[src/rtl/dot_acc64.sv]
// Streaming dot-product accumulator: sums N unsigned 64-bit products into one SUM_W-bit result.
// Optional synchronous clear of the partial sum via port clr when DOT_ACC64_CLEAR_EN is defined.
module dot_acc64 #(
    parameter int N     = 4,
    parameter int SUM_W = 72
) (
    input  logic             clk,
    input  logic             rst,
`ifdef DOT_ACC64_CLEAR_EN
    input  logic             clr,
`endif
    input  logic [63:0]      product,
    input  logic             valid_in,
    output logic             in_ready,
    output logic [SUM_W-1:0] sum,
    output logic             out_valid,
    input  logic             out_ready,
    output logic [7:0]       elem_idx
);

    localparam logic [7:0] LAST_IDX = 8'(N - 1);

    logic [SUM_W-1:0] acc_q, acc_d;
    logic [SUM_W-1:0] sum_q, sum_d;
    logic [7:0]       elem_q, elem_d;
    logic             valid_q, valid_d;
    logic             last, accept, clr_act;
    logic [SUM_W-1:0] prod_ext;

`ifdef DOT_ACC64_CLEAR_EN
    assign clr_act = clr;
`else
    assign clr_act = 1'b0;
`endif

    assign prod_ext = {{(SUM_W - 64){1'b0}}, product};
    assign last     = (elem_q == LAST_IDX);

    // Handshake: a product transfers when valid_in && in_ready; a result transfers when
    // out_valid && out_ready. Only the final product stalls behind an unconsumed result.
    assign in_ready = rst && !clr_act && !(valid_q && !out_ready && last);
    assign accept   = valid_in && in_ready;

    always_comb begin
        acc_d   = acc_q;
        elem_d  = elem_q;
        sum_d   = sum_q;
        valid_d = valid_q;
        if (valid_q && out_ready) begin
            valid_d = 1'b0;
        end
        if (clr_act) begin
            acc_d  = '0;
            elem_d = '0;
        end else if (accept) begin
            if (last) begin
                // Final product: publish and restart; overrides a same-cycle consume.
                sum_d   = acc_q + prod_ext;
                valid_d = 1'b1;
                acc_d   = '0;
                elem_d  = '0;
            end else if (elem_q == 8'd0) begin
                acc_d  = prod_ext;
                elem_d = elem_q + 8'd1;
            end else begin
                acc_d  = acc_q + prod_ext;
                elem_d = elem_q + 8'd1;
            end
        end
    end

    always_ff @(posedge clk) begin
        if (!rst) begin
            acc_q   <= '0;
            elem_q  <= '0;
            sum_q   <= '0;
            valid_q <= 1'b0;
        end else begin
            acc_q   <= acc_d;
            elem_q  <= elem_d;
            sum_q   <= sum_d;
            valid_q <= valid_d;
        end
    end

    assign sum       = sum_q;
    assign out_valid = valid_q;
    assign elem_idx  = elem_q;

endmodule

[config.mk]
export PLATFORM = sky130hd
export DESIGN_NAME = dot_acc64
export DESIGN_NICKNAME = d
export VERILOG_FILES = /design/src/rtl/dot_acc64.sv
export SDC_FILE = /design/constraint.sdc
export NUM_CORES = 1
export LEC_CHECK = 0
export ABC_AREA = 1
export ABC_CLOCK_PERIOD_IN_PS = 3500
export BUFFER_PORTS_ARGS = -buffer_cell sky130_fd_sc_hd__buf_2
export CAP_MARGIN = 40
export CORE_MARGIN = 8
export CORE_UTILIZATION = 60
export DETAILED_ROUTE_END_ITERATION = 16
export PLACE_DENSITY_LB_ADDON = 0.1
export SETUP_SLACK_MARGIN = 0.15
export SLEW_MARGIN = 20
export SYNTH_ARGS = -nofsm -noshare
export SYNTH_HDL_FRONTEND = slang
export SYNTH_SLANG_ARGS = --single-unit
export TNS_END_PERCENT = 1
[constraint.sdc]
create_clock -name clk -period 3.5 [get_ports clk]
set_input_delay 1.05 -clock clk [delete_from_list [all_inputs] [get_ports clk]]
set_output_delay 1.05 -clock clk [all_outputs]
set_load 0.02 [all_outputs]
; Word-level counts from Yosys, hierarchy flattened
; Cells that the tools add are included.
[word_totals]
reg_bits = 153
input_bits = 68
output_inout_bits = 82
wordCells = 22
[classes]
addsub = 2
n_eq_ne = 1
n_mux = 6
reduce_logical = 9
[op_table]
columns = cell, count
row1 = $mux 72, 2
row2 = $add 72x64->72, 1
row3 = $add 8x1->8 const B, 1
row4 = $eq 8x2->1 const B, 1
row5 = $logic_not 8->1, 1
row6 = $mux 8, 1
row7 = $logic_and 1x1->1, 5
row8 = $mux 1, 3
row9 = $logic_not 1->1, 2
row10 = $reduce_and 2->1, 1

; Depth between registers and ports, before layout
[logic_depth]
ltp_word = 7
mapped_depth = 17
ltp_nobuf = 17

; Least setup slack after synthesis
; No wires, ideal clock.
[synth_path]
path_type = input-to-reg
startpoint = in product[0]
endpoint = reg acc_q[28]
setup_ps = 70
arrival_time_ps = 2778
required_ps = 3430
path_slack_ps = 652
path_stages = 15
path_buffers = 0
cell_sequence = ha_1 inv_1 fa_1 inv_1 nand3_1 nand3_1 nand3_1 nand3_1 nand2_1 nand2_1 inv_1 or2_2 nand3_1 nand2_1 a21oi_1
[synth_between]
elab_chain_len = 3
[synth_rtl]
columns = element, line
row1 = from (decl), 12  ; input logic [63:0] product,
row2 = $add 72x64->72, 66  ; acc_d = acc_q + prod_ext;
row3 = $mux 72, 62  ; end else if (elem_q == 8'd0) begin
row4 = $mux 72, 56  ; if (last) begin
row5 = to (signal assigned), 74  ; acc_q <= '0;
row6 = to (signal assigned), 79  ; acc_q <= acc_d;
row7 = to (decl), 23  ; logic [SUM_W-1:0] acc_q, acc_d;
; No other way between the ends.
; A chain may end at the register's enable or synchronous reset.

; Worst setup path after layout
[layout_path]
startpoint = in product[0]
endpoint = reg acc_q[32]
; Same word-level chain as after synthesis.

==> results_dict.tcl <==
set metrics [dict create \
    status "completed" \
    antenna_found_initial 0 \
    fin_crit_ns 3.15 \
    finalSetupViolCount 0 \
    tns_ns 0 \
    synth_top_family_by_area "simple AND/OR/NAND/NOR gates" \
    wirelength_microns 45800 \
    setup_slack_ns 0.345 \
    diodes 0 \
    critPathRequiredTime_ns 3.81 \
    holdCritPathClass "flop to flop" \
    cp_num_buf_inv 3 \
    syn_nets 2330 \
    p_leak_nw 8.12 \
    overflow 0 \
    fin_area_sq_mm 0.0141 \
    cpPeakStageDelay_ns 0.40 \
    netlist-cell-type-count 37 \
    synth_area_sq_mm 0.0123 \
    worstPathMaxFanout 4 \
    dieArea_sq_mm 0.0254 \
    synthAdderAreaFrac 0.0687 \
    critPathMostFrequentCell "nand2_1" \
    synth_edf_count 0 \
    dr.pass1.iters 6 \
    crit_chain "buf_2 -> ha_1 -> inv_1 -> fa_1 -> inv_1 -> nand3_1 -> nand3_1 -> nand2_1 -> nand2_1 -> nand2_1 -> nand2_1 -> nand2_1 -> nand2_1 -> xnor2_1 -> nand2_1 -> nand2_1 -> a21oi_1" \
    cts_setup_buffers 0 \
    placement.io_buffers 149 \
    fin_skew_ns 0.0221 \
    p_per_area_mw_per_mm2 360 \
    fp.dieW_microns 159 \
    placed_area_sq_mm 0.0135 \
    slew_viol_final 0 \
    fmax_mhz 317 \
    clockBufferDepth 2 \
    relSlewSlack 0.472 \
    synth_flop_cell "dfxtp_1" \
    async_flop_share 0 \
    synth-simple-area-share 0.403 \
    clkLatencyLatePin_ns 0.44 \
    rsz0062_at_grt "false" \
    synth_mux_area_frac 0 \
    ys_seq_elements 153 \
    ctsResizeCount 0 \
    period_share 0.901 \
    synthXorXnorAreaFrac 0.0206 \
    die_height_microns 159 \
    yosys_warnings 0 \
    cp.arrival_ns 3.46 \
    grtUsageTotal 0.347 \
    clockRootBuffer "clkbuf_16" \
    detail-route-antenna-nets 0 \
    numCtsBuffers 17 \
    routabilityCongestion 1.05 \
    drc_errors 0 \
    ir_drop_v 0.000331 \
    worstMarginPinSlew_ns 0.790 \
    ys_seq_area_frac 0.249 \
    slowest_stage "fa_1" \
    drt_iter0_drc 1552 \
    grt_pass1_wl_microns 71200 \
    synth_area_per_cell_sq_um 5.61 \
    synthCells 2195 \
    dp_hpwl_microns 35900 \
    finalHoldViolations 0 \
    grt_pass1_vias 13668 \
    vias 14554 \
    grt_start_max_net_pins 64 \
    critical_path_class "input pin to flop" \
    drv_cap 0 \
    cp-end-kind "flop" \
    place_ws_ns 0.0105 \
    fp.coreArea_sq_mm 0.0202 \
    start_kind "input pin" \
    synth_compound_area_frac 0.124 \
    cts_num_sinks 153 \
    fin_nets 2489 \
    cp_top_family "simple AND/OR/NAND/NOR gates" \
    cts_tree "yes" \
    rows 52 \
    cts.reportedPaths.clkPinSlew_ns 0.07 \
    routedWlPerCell_microns 17.4 \
    drive_gt1_frac 0.102 \
    cts_hold_buf 0 \
    initial_utilization 0.610 \
    area_growth_pct 14.9 \
    htreeDepth 4 \
    viasPerCell 5.52 \
    ioPinCount 150 \
]
[synthesized netlist by cell type (all sizes together) (3+ instances only)]
cell | count | area [sq um]
a22oi | 3 | 22.5
o21bai | 5 | 37.5
and2 | 3 | 18.8
xnor2 | 8 | 70.1
nand4 | 4 | 25.0
nor2 | 259 | 996
nor4 | 6 | 37.5
nand3 | 120 | 601
o21ai | 46 | 234
a21oi | 143 | 719
buf | 25 | 121
o211ai | 5 | 37.5
a22o | 36 | 315
dfxtp | 153 | 3060
a21o | 19 | 143
nand2 | 828 | 3120
inv | 386 | 1450
clkbuf | 24 | 90.1
nor3 | 24 | 120
or2 | 5 | 31.3
xor2 | 21 | 184
ha | 66 | 826
[layer usage]
layer	up-vias	routed length, microns	global-route usage
li1	7087	-	-
met1	6523	19300	0.458
met2	838	19300	0.533
met3	106	5590	0.0884
met4	0	1590	0.139
met5	-	0	0
[report_power, final]
group	leakage, nW	switching (mW)	internal [mW]
clock network	0.292	0.935	0.965
registers	1.24	0.0322	1.79
logic	6.59	0.941	0.428
[flip-flops by register name, summed over array words and instances (netlist names)]
signal and count:
acc_q 72, elem_idx 8, sum 72, out_valid 1
[cell families after synthesis]
group	count (synthesis)
AOI/OAI and AO/OA	259
buffers and inverters	435
adders and majority gates	67
xor gates and xnor gates	29
DFF	153
and+or+nand+nor	1252
[cell type report]
class	count	area [sq um]
Inverter	386	1450
Tap cell	270	338
Clock buffer	17	425
Sequential cell	153	3060
Timing Repair Buffer	189	1100
Multi-Input combinational cell	1607	7590
Clock inverter	15	169
Fill cell	1840	6030
[per-stage QoR]
step                std cells  hold WS [ns]  power, mW  utilization
floorplan                2195         0.448       2.72            -
global placement         2604         0.430       3.15        0.670
detailed placement       2605         0.435       3.18        0.672
CTS                      2637         0.456       5.06        0.701
global route             2637         0.470       5.30        0.701
finish                   2637         0.452       5.09        0.701
[cells in the final DEF (no fill, tap or decap), types with 3 or more instances in the layout]
cell type / instances
nor3_1: 24
inv_2: 5
xor2_1: 21
and2_1: 3
xnor2_1: 8
buf_2: 149
nand2_2: 3
o21ai_1: 5
clkinv_8: 3
a21o_1: 19
nor2_2: 3
a21oi_1: 142
inv_1: 380
or2_2: 5
clkbuf_16: 17
o21bai_1: 5
ha_1: 66
buf_12: 3
a22o_1: 36
clkinv_4: 4
nand2_1: 825
buf_4: 36
nand3_1: 120
inv_8: 6
dfxtp_1: 153
o211ai_1: 5
a22oi_1: 3
nor2_1: 255
nor4_1: 6
nand4_1: 4
o21ai_0: 40
[path summary, 6_finish.rpt]
path,startpoint,to,slack [ns],cells after the start
setup / recovery,product[0],acc_q[32],0.35,17
hold / removal,sum[61],sum[61],0.45,1
setup reg to reg,acc_q[0],acc_q[32],0.71,16
hold reg to reg,sum[61],sum[61],0.45,1
No activity file was read; power rests on OpenSTA's default activity.
